File: config.mk
export PLATFORM = sky130hd
export DESIGN_NAME = mem_arbiter
export DESIGN_NICKNAME = d
export VERILOG_FILES = /design/src/rtl/mem_arbiter_pkg.sv /design/src/rtl/mem_arbiter_rr.sv /design/src/rtl/mem_arbiter.sv
export SDC_FILE = /design/constraint.sdc
export NUM_CORES = 1
export LEC_CHECK = 0
export CAP_MARGIN = 20
export CELL_PAD_IN_SITES_DETAIL_PLACEMENT = 1
export CELL_PAD_IN_SITES_GLOBAL_PLACEMENT = 2
export CORE_MARGIN = 1
export CORE_UTILIZATION = 43
export DETAILED_ROUTE_END_ITERATION = 10
export PLACE_DENSITY = 0.79
export SETUP_SLACK_MARGIN = 0.3
export SLEW_MARGIN = 0
export SYNTH_ARGS = -nofsm -noshare
export SYNTH_HDL_FRONTEND = slang
export SYNTH_HIERARCHICAL = 1
export SYNTH_SLANG_ARGS = --single-unit
File: constraint.sdc
create_clock -name clock -period 3.7 [get_ports clock]
set_input_delay 0.37 -clock clock [delete_from_list [all_inputs] [get_ports clock]]
set_output_delay 0.37 -clock clock [all_outputs]
set_load 0.02 [all_outputs]
File: src/rtl/mem_arbiter_pkg.sv
// Shared types and constants for the two-requester memory arbiter.
// Stats width is also used by the optional MEM_ARBITER_STATS_EN counters.
package mem_arbiter_pkg;

    typedef enum logic {
        REQ_0 = 1'b0,
        REQ_1 = 1'b1
    } req_idx_t;

    localparam int       STATS_W    = 16;
    localparam req_idx_t RESET_PRIO = REQ_0;

endpackage

File: src/rtl/mem_arbiter_rr.sv
// Two-way round-robin selector: a lone request always wins, a tie goes to i_prio.
module mem_arbiter_rr
    import mem_arbiter_pkg::*;
(
    input  logic     i_req0,
    input  logic     i_req1,
    input  req_idx_t i_prio,
    output logic     o_grant0,
    output logic     o_grant1
);

    logic w_tie;

    assign w_tie    = i_req0 & i_req1;
    assign o_grant0 = i_req0 & (~w_tie | (i_prio == REQ_0));
    assign o_grant1 = i_req1 & (~w_tie | (i_prio == REQ_1));

endmodule

File: src/rtl/mem_arbiter.sv
// Single-port memory shared by two requesters through a round-robin arbiter.
// Define MEM_ARBITER_STATS_EN to add saturating grant/conflict counters.
module mem_arbiter
    import mem_arbiter_pkg::*;
#(
    parameter int DEPTH = 4,
    parameter int WIDTH = 8
) (
    input  logic              clock,
    input  logic              resetN,
    input  logic              req0,
    input  logic              req1,
    input  logic              writeEnable0,
    input  logic              writeEnable1,
    input  logic [DEPTH-1:0]  address0,
    input  logic [DEPTH-1:0]  address1,
    input  logic [WIDTH-1:0]  writeData0,
    input  logic [WIDTH-1:0]  writeData1,
    output logic              grant0,
    output logic              grant1,
    output logic              readValid0,
    output logic              readValid1,
    output logic [WIDTH-1:0]  readData
`ifdef MEM_ARBITER_STATS_EN
    ,
    output logic [STATS_W-1:0] grantCount0,
    output logic [STATS_W-1:0] grantCount1,
    output logic [STATS_W-1:0] conflictCount
`endif
);

    logic             w_req0;
    logic             w_req1;
    logic             w_grant0;
    logic             w_grant1;
    logic             w_access;
    logic             w_we;
    logic [DEPTH-1:0] w_addr;
    logic [WIDTH-1:0] w_wdata;

    req_idx_t         r_prio;
    logic             r_rvalid0;
    logic             r_rvalid1;
    logic [WIDTH-1:0] r_rdata;
    logic [WIDTH-1:0] r_mem [2**DEPTH];

    // Requests are masked while in reset so no grant can escape.
    assign w_req0 = req0 & resetN;
    assign w_req1 = req1 & resetN;

    mem_arbiter_rr u_rr (
        .i_req0   (w_req0),
        .i_req1   (w_req1),
        .i_prio   (r_prio),
        .o_grant0 (w_grant0),
        .o_grant1 (w_grant1)
    );

    assign w_access = w_grant0 | w_grant1;
    assign w_we     = w_grant1 ? writeEnable1 : writeEnable0;
    assign w_addr   = w_grant1 ? address1     : address0;
    assign w_wdata  = w_grant1 ? writeData1   : writeData0;

    // Storage is deliberately not reset so contents survive a resetN pulse.
    always_ff @(posedge clock) begin
        if (w_access && w_we) begin
            r_mem[w_addr] <= w_wdata;
        end
    end

    always_ff @(posedge clock or negedge resetN) begin
        if (!resetN) begin
            r_prio    <= RESET_PRIO;
            r_rvalid0 <= 1'b0;
            r_rvalid1 <= 1'b0;
            r_rdata   <= '0;
        end else begin
            r_rvalid0 <= w_grant0 & ~writeEnable0;
            r_rvalid1 <= w_grant1 & ~writeEnable1;
            if (w_access && !w_we) begin
                r_rdata <= r_mem[w_addr];
            end
            if (w_access) begin
                r_prio <= w_grant0 ? REQ_1 : REQ_0;
            end
        end
    end

    assign grant0     = w_grant0;
    assign grant1     = w_grant1;
    assign readValid0 = r_rvalid0;
    assign readValid1 = r_rvalid1;
    assign readData   = r_rdata;

`ifdef MEM_ARBITER_STATS_EN
    logic [STATS_W-1:0] r_gcnt0;
    logic [STATS_W-1:0] r_gcnt1;
    logic [STATS_W-1:0] r_ccnt;

    always_ff @(posedge clock or negedge resetN) begin
        if (!resetN) begin
            r_gcnt0 <= '0;
            r_gcnt1 <= '0;
            r_ccnt  <= '0;
        end else begin
            if (w_grant0 && (r_gcnt0 != '1)) r_gcnt0 <= r_gcnt0 + STATS_W'(1);
            if (w_grant1 && (r_gcnt1 != '1)) r_gcnt1 <= r_gcnt1 + STATS_W'(1);
            if (req0 && req1 && (r_ccnt != '1)) r_ccnt <= r_ccnt + STATS_W'(1);
        end
    end

    assign grantCount0   = r_gcnt0;
    assign grantCount1   = r_gcnt1;
    assign conflictCount = r_ccnt;
`endif

endmodule

== After elaboration in Yosys (flattened, before gate mapping) ==
Memory sizes are Yosys's and may differ from the RTL's. A register that Yosys moved wholly into a read port is not among the register bits.
Index checks and enable logic that the tools add are counted.
Storage, ports and cells
  output and inout port bits: 12
  memories: 1
  word-level logic and storage cells: 28
  memory bits (writable): 128
  register bits after elaboration: 3
Cells by class
  multiplexer cells: 6
  bitwise logic cells: 14
  reduce and logical (&&, ||, !) cells: 4
Memory list
  r_mem: words 16, width 8, rd ports 1, clocked after memory_dff 1, write ports 1, line mem_arbiter.sv:45  | logic [WIDTH-1:0] r_mem [2**DEPTH];
Operators by type and width (count)
  2-to-1 mux 8 bit: 1
  bitwise AND 1 bit: 7
  2-to-1 mux 1 bit: 4
  2-to-1 mux 4 bit: 1
  NOT 1 bit: 4
  bitwise OR 1 bit: 3
  logical AND 1 bit: 2
  zero test 1 bit: 2

== Longest topological paths before layout ==
Gate-level depths: netlist (run 1).
  depth after elaboration: 9
  gate-level depth with buffers: 10
  gate-level depth less buffers: 7

== Modules after synthesis ==
Netlist (run 1), hierarchy kept.
Modules (own cells, without submodules)
  mem_arbiter: cells an instance 384, times used 1, area each 5983.2 sq um, sequential area each 4119.0 sq um
  mem_arbiter_rr: cells an instance 3, times used 1, area each 18.8 sq um, sequential area each 0.0 sq um

== Worst setup path after synthesis (run 1) ==
Ideal clock, no wire load.
  path kind: input port to flip-flop
  start point: in req1
  end point: mem r_mem[14][0], enable pin
  data required time: 3.317 ns
  library setup time: 0.383 ns
  arrival time: 2.677 ns
  cell stages on the path: 7
  path buffers: 3
  setup slack: 0.640 ns
  cells stage by stage: and2_1 a21boi_1 buf_6 clkbuf_1 a21oi_1 clkbuf_1 nor3_1
Between the ends
  cells in the longest elaborated chain, start to end: 9
RTL lines
  from (decl): line mem_arbiter.sv:12  | input logic req1,
  bitwise AND 1 bit (*): line mem_arbiter.sv:49  | assign w_req1 = req1 & resetN;
  bitwise AND 1 bit: line mem_arbiter_rr.sv:14  | assign w_tie = i_req0 & i_req1;
  NOT 1 bit: line mem_arbiter_rr.sv:16  | assign o_grant1 = i_req1 & (~w_tie | (i_prio == REQ_1));
  bitwise OR 1 bit: line mem_arbiter_rr.sv:16
  bitwise AND 1 bit (*): line mem_arbiter_rr.sv:16
  named net grant1: line mem_arbiter.sv:20  | output logic grant1,
  bitwise OR 1 bit or 2-to-1 mux 1 bit (tied branches): line mem_arbiter.sv:59, mem_arbiter.sv:60
  logical AND 1 bit: line mem_arbiter.sv:66  | if (w_access && w_we) begin
  2-to-1 mux 1 bit: line mem_arbiter.sv:66
  2-to-1 mux 1 bit (not written as such): line mem_arbiter.sv:67  | r_mem[w_addr] <= w_wdata;
  to (decl): line mem_arbiter.sv:45
The timed path passes the listed nets; every way through them passes the cells marked *.

== Worst setup path in the final report (run 1) ==
  start point: in resetN
  end point: reg r_rdata[4] (netlist: readData[4]) (read register of r_mem)
Between the ends
  cells in the longest elaborated chain, start to end: 8
RTL lines
  from (decl): line mem_arbiter.sv:10  | input logic resetN,
  bitwise AND 1 bit (*): line mem_arbiter.sv:49
  named net w_req1: line mem_arbiter.sv:33  | logic w_req1;
  bitwise AND 1 bit: line mem_arbiter_rr.sv:14
  NOT 1 bit: line mem_arbiter_rr.sv:15, mem_arbiter_rr.sv:16
  bitwise OR 1 bit: line mem_arbiter_rr.sv:16
  bitwise AND 1 bit: line mem_arbiter_rr.sv:16
  2-to-1 mux 1 bit: line mem_arbiter.sv:60  | assign w_we = w_grant1 ? writeEnable1 : writeEnable0;
  zero test 1 bit: line mem_arbiter.sv:80  | if (w_access && !w_we) begin
  logical AND 1 bit: line mem_arbiter.sv:80
  to (decl): line mem_arbiter.sv:44  | logic [WIDTH-1:0] r_rdata;
Marks and branches as above.
A chain may end at the register's enable or synchronous reset.

==> results of run 1 <==
power by group through the flow:
stage	Sequential, W	Combinational (W)	Clock [W]
3_5_place_dp	0.00182	0.000433	0
3_3_place_gp	0.00182	0.000422	0
2_1_floorplan	0.00184	0.000216	0
4_1_cts	0.00179	0.000437	0.00170
5_1_grt	0.00179	0.000463	0.00175
6_report	0.00179	0.000436	0.00167
state kept, by name, summed over array words and instances, names as in the netlist:
| name | cells |
|---|---|
| r_mem | 128 |
| readValid1 | 1 |
| readValid0 | 1 |
| r_prio | 1 |
| readData | 8 |
how the worst max path moves through the flow:
stage,end,cells past startpoint,start,slack [ns]
finish,readData[4]$_DFFE_PN0P_,9,resetN,0.59
global route,readData[4]$_DFFE_PN0P_,9,resetN,0.42
CTS,readData[4]$_DFFE_PN0P_,9,resetN,0.59
detailed placement,readData[4]$_DFFE_PN0P_,9,resetN,0.19
global placement,readData[4]$_DFFE_PN0P_,9,resetN,0.23
floorplan,r_mem[14][0]$_DFFE_PP_,7,req1,0.64
per-stage QoR:
| stage | worst slack [ns] | std cells | hold slack (ns) |
|---|---|---|---|
| 2_1_floorplan | 0.640 | 387 | 0.0744 |
| 3_3_place_gp | 0.234 | 607 | 0.493 |
| 3_5_place_dp | 0.193 | 607 | 0.540 |
| 4_1_cts | 0.585 | 639 | 0.378 |
| 5_1_grt | 0.417 | 639 | 0.392 |
| 6_report | 0.591 | 639 | 0.383 |
area by class of cell:
| cell class | instances | share of cell area [%] |
|---|---|---|
| clock buffer | 18 | 6.03 |
| clock inverter | 14 | 2.03 |
| inverter | 6 | 0.309 |
| multi-input combinational | 213 | 23.2 |
| sequential | 139 | 56.5 |
| tap | 176 | 3.02 |
| timing repair buffer | 73 | 8.93 |
cell usage in the layout (no fill, tap or decap), types with 3 or more instances in the layout:
cell               n
a2111oi_0          8
a2111oi_4          7
dfrtp_1           11
clkinvlp_4         4
a32o_1            16
or3_1              7
and3_1             3
clkbuf_16         17
o22ai_1            7
a21oi_1           16
mux2_2             8
a22o_1             3
inv_1              6
clkdlybuf4s50_1   41
a22oi_1           31
and2_1            18
o21ai_0            4
o41a_1             7
nor2_1            12
nor3_1            13
edfxtp_1         128
o21a_1            30
clkinv_4           4
buf_4             32
worst max-delay path: stages:
cell and delay [ns]:
clkdlybuf4s50_1 0.55, and2_1 0.16, a21boi_2 0.40, and3b_1 0.76
or2_1 0.55, buf_4 0.23, a22oi_1 0.06, a21oi_1 0.21
o41a_1 0.16
per-layer routing:
metal	global-route usage, %	up-vias	wire [um]
li1	-	1707	-
met1	33.6	2003	7460
met2	38.9	159	7920
met3	4.42	28	784
met4	11.9	0	470
met5	0	-	0
cells by family (layout without fill, tap and decap cells):
family	count (synthesis)	count (layout)	share of synthesized area (%)
buffers and inverters	35	111	3.31
flip-flops	139	139	68.6
AND/OR/NAND/NOR	67	67	6.52
multiplexers	8	8	1.50
AO/OA/AOI/OAI	138	138	20.0
==> out/results.ini, run 1 <==
[run_status]
status=finished clean

[timing]
tightest_slew_ns=0.813
finalClockSkew_ns=0.00799
max_freq_mhz=322
slew_headroom_pct=45.8
drv_slew=0
period_needed_ns=3.11
hold_viol=0
timing.final.crit_share_pct=84.0
finalSetupTns_ns=0
rsz0062_at_grt=no
setup_viol=0

[setup_path]
reg2reg_depth=8
critical_path_arrival_ns=3.46
cp.required_ns=4.06
reg2reg_to=readData[4]$_DFFE_PN0P_
r2r-start=r_prio$_DFFE_PN0P_
start_kind=primary input
crit_fanout=18
crit_type=in -> reg
r2r_setup_slack_ns=0.82
worst_setup_path_end_kind=flip-flop

[floorplanning]
core_um2=13500
io_pins=42
die_w_um=120
die_h_um=120
rows=42
start_util_pct=44.6
die-area_um2=14400

[routing]
first_iter_violations=339
via_per_inst=6.10
dr_total_vias=3897
drc=0
drt-total-wl_um=16600
dr.pass1.iters=4
wl_per_cell_um=26.0
ant_nets=0

[synth]
netlist_area_um2=6000
synth_area_leaders=edfxtp_1 (64%), dfrtp_1 (4.6%), a22oi_1 (3.9%), o21a_1 (3.8%), a2111oi_4 (3.2%)
synthArstFlopShare_pct=7.91
synth_commonest_cells=edfxtp_1 (128), a22oi_1 (31), o21a_1 (30)
synth_top_area_share_pct=64.0
synth_edf_count=128
yosys.area.top_type=edfxtp_1
yosysWarnings=6
synthFlopType=edfxtp_1
syn-num-nets=417
yosysSeqAreaShare_pct=68.6
synth.avg_cell_area_um2=15.5
netlist-cell-type-count=42
synth.ff_latch_count=139
postSynthCellCount=387
synth.most_common_cell=edfxtp_1

[placement]
dp_hpwl_um=10600
port_buffers=41
gp_routability_congestion=0.791
post_dp_cell_area_um2=6700

[layout]
seq_area_um2=4120
nets=480
insertedDiodeCount=0
fillers=1315
multiInputGateArea_um2=1690
final_util_pct=54.2
area_growth_pct=21.4
drive_gt1_share_pct=18.4
fin_area_um2=7290

[global_routing]
grt_pass1_wl_um=25500
track_usage_pct=24.9
grt_pass1_vias=4145
antenna_found_initial=0
grt_start_max_net_pins=32
gr-total-overflow=0

[clock_tree]
clk_path_buf_depth=2
cts.repair.resized=0
post_cts_buffers=0
htree_levels=4
cts_sinks=139
tritoncts=built
clockRootBuffer=clkbuf_16
path_clk_slew_ns=0.06
cts-buffers-inserted=17
cts_hold_buf=0
clk_latency_ns=0.42

[power]
ir_drop_uv=299
p_clk_share_pct=42.9
combPwrFrac_pct=11.2
power_density_nw_per_um2=535
finalPower_w=0.00390
power.leakage_nw=2.38
p_seq_share_pct=45.9
p_sw_share_pct=24.1
internal-power_w=0.00296
power.switching_w=0.000938

[worst_hold_path]
hp-class=in -> async

[flow_run]
cap_violations=0

No activity file was read; power rests on OpenSTA's default activity.
==> run 2: changes to the inputs <==
--- a/config.mk
+++ b/config.mk
@@ -9,9 +9,9 @@
 export CELL_PAD_IN_SITES_DETAIL_PLACEMENT = 1
 export CELL_PAD_IN_SITES_GLOBAL_PLACEMENT = 2
 export CORE_MARGIN = 1
-export CORE_UTILIZATION = 43
+export CORE_UTILIZATION = 39
 export DETAILED_ROUTE_END_ITERATION = 10
-export PLACE_DENSITY = 0.79
+export PLACE_DENSITY = 0.76
 export SETUP_SLACK_MARGIN = 0.3
 export SLEW_MARGIN = 0
 export SYNTH_ARGS = -nofsm -noshare
==> constraint.sdc (replaced) <==
create_clock -name clock -period 2.7 [get_ports clock]
set_input_delay 0.27 -clock clock [delete_from_list [all_inputs] [get_ports clock]]
set_output_delay 0.27 -clock clock [all_outputs]
set_load 0.02 [all_outputs]
==> run 2 against run 1 <==
Compared with the run above:
- sequential power rose by 37%
- clock power grew 44%
- global-route usage down 1.7 points
- critical path depth did not move
- core utilization up 1.5 points
- clock-buffer cell count decreased by 1
- highest routed layer unchanged
- register-to-register slack worse by 0.53 ns
- non-clock buffer count is 43 higher
- combinational power rose by 72%
- largest cell class unchanged
- via count up 5.9%
- hold slack worse by 0.35 ns
==> out/results.ini, run 2 (synthesis results as in run 1) <==
[timing]
hold_ws_ns=0.0345
timing.final.crit_share_pct=89.1
setup_viol=0
period_needed_ns=2.41
hold_viol=0
finalClockSkew_ns=0.00619
drv_slew=0
setup_ws_ns=0.295
max_freq_mhz=416
rsz0062_at_grt=no
slew_headroom_pct=50.5
tightest_slew_ns=0.740

[layout]
fin_area_um2=8210
area_growth_pct=36.8
final_common_cell=edfxtp_1
final_cells=690
drive_gt1_share_pct=33.2
regMostFlops=r_mem
nets=523
layout_common_cells=edfxtp_1 (128), buf_4 (51), clkdlybuf4s50_1 (37), o21a_1 (30), a22oi_1 (28)
insertedDiodeCount=0
largest_reg_flops=128

[routing]
drt-total-wl_um=18200
wl_per_cell_um=26.3
first_iter_violations=318
dr.pass1.iters=5
drc=0
dr_total_vias=4127
via_per_inst=5.98
ant_nets=0

[placement]
place_ws_ns=-0.583
port_buffers=41
gp_routability_congestion=0.891
post_dp_cell_area_um2=7260
place_inst=646
dp_hpwl_um=11600

[global_routing]
grt_pass1_wl_um=26400
track_usage_pct=23.2
antenna_found_initial=0
grt_start_max_net_pins=18
grt_pass1_vias=4291
gr-total-overflow=0

[setup_path]
worst_setup_path_end_kind=flip-flop
reg2reg_depth=9
crit_type=reg -> reg
crit_fanout=16
critical_path_arrival_ns=2.70
crit_chain=inv_2, a21boi_4, buf_6, nor2_4, buf_4, a32o_1, a2111oi_4, o22ai_1, o41a_1
start_kind=flip-flop
crit_slowest_cell=dfrtp_1
cp.required_ns=3.00
cpPeakStageDelay_ns=0.39

[floorplanning]
die_h_um=126
start_util_pct=40.7
die-area_um2=15900
die_w_um=126
rows=44
io_pins=42
core_um2=14800

[clock_tree]
clk_latency_ns=0.42
clk_path_buf_depth=2
tritoncts=built
cts-buffers-inserted=17
cts_sinks=139
htree_levels=4
path_clk_slew_ns=0.06
cts_hold_buf=0
clockRootBuffer=clkbuf_16

[run_status]
status=finished clean

[power]
power.leakage_nw=2.85
p_seq_share_pct=43.7
combPwrFrac_pct=13.4
ir_drop_uv=453
power_density_nw_per_um2=685
p_sw_share_pct=24.6
power.switching_w=0.00138
p_clk_share_pct=42.9
internal-power_w=0.00424
finalPower_w=0.00562

[flow_run]
cap_violations=0

[worst_hold_path]
hp-class=in -> async

-- run 2: layout make-up --
type	count	area [um2]
inverters	6	22.5
clock buffers	17	425
clock inverters	15	188
fillers	1381	6550
repair buffers	116	1220
multi-input cells	213	2000
well taps	184	230
flip-flops and latches	139	4120
-- run 2: final timing paths --
check | end | start | slack [ns]
max reg2reg | readData[5]$_DFFE_PN0P_ | r_prio$_DFFE_PN0P_ | 0.29
min | readData[2]$_DFFE_PN0P_ | resetN | 0.03
min in group clock | readValid0$_DFF_PN0_ | writeEnable0 | 0.45
max in group asynchronous | readData[5]$_DFFE_PN0P_ | resetN | 2.48
min reg2reg | r_prio$_DFFE_PN0P_ | r_prio$_DFFE_PN0P_ | 0.57
max | readData[5]$_DFFE_PN0P_ | r_prio$_DFFE_PN0P_ | 0.29
-- run 2: metal layers --
metal | track usage [%] | vias up | share of wire (%)
met5 | 0 | - | 0
met4 | 11.1 | 0 | 3.6
met2 | 38.1 | 154 | 50
met3 | 4.67 | 34 | 4.5
li1 | - | 1801 | -
met1 | 29.4 | 2138 | 42
-- run 2: power groups by stage --
stage	logic (W)	registers (W)	clock network [W]
finish	0.000751	0.00246	0.00241
global route	0.000786	0.00246	0.00252
CTS	0.000706	0.00246	0.00244
detailed placement	0.000668	0.00250	0
global placement	0.000654	0.00250	0
floorplan	0.000320	0.00252	0
-- run 2: worst max-delay path, delay by kind of cell, from the launching register on --
family                 cells  cell delay, ns
buffers and inverters      3            0.39
and+or+nand+nor            1            0.09
AOI/OAI and AO/OA          5            1.41
DFF                        1            0.39
-- run 2: metrics by stage --
stage                     TNS, ns  util [%]
final                           0      55.6
after global routing            0      55.6
after CTS                       0      54.3
after detailed placement   -22.74      49.2
after global placement     -18.22      49.2
after floorplan                 0         -
-- run 2: what timing repair did --
item / in CTS / in global routing
setup endpoints to repair: 82 / 128
gates resized for setup: 28 / 23
gates cloned: 0 / 2
pin swaps: 3 / 12
setup buffers: 5 / 5
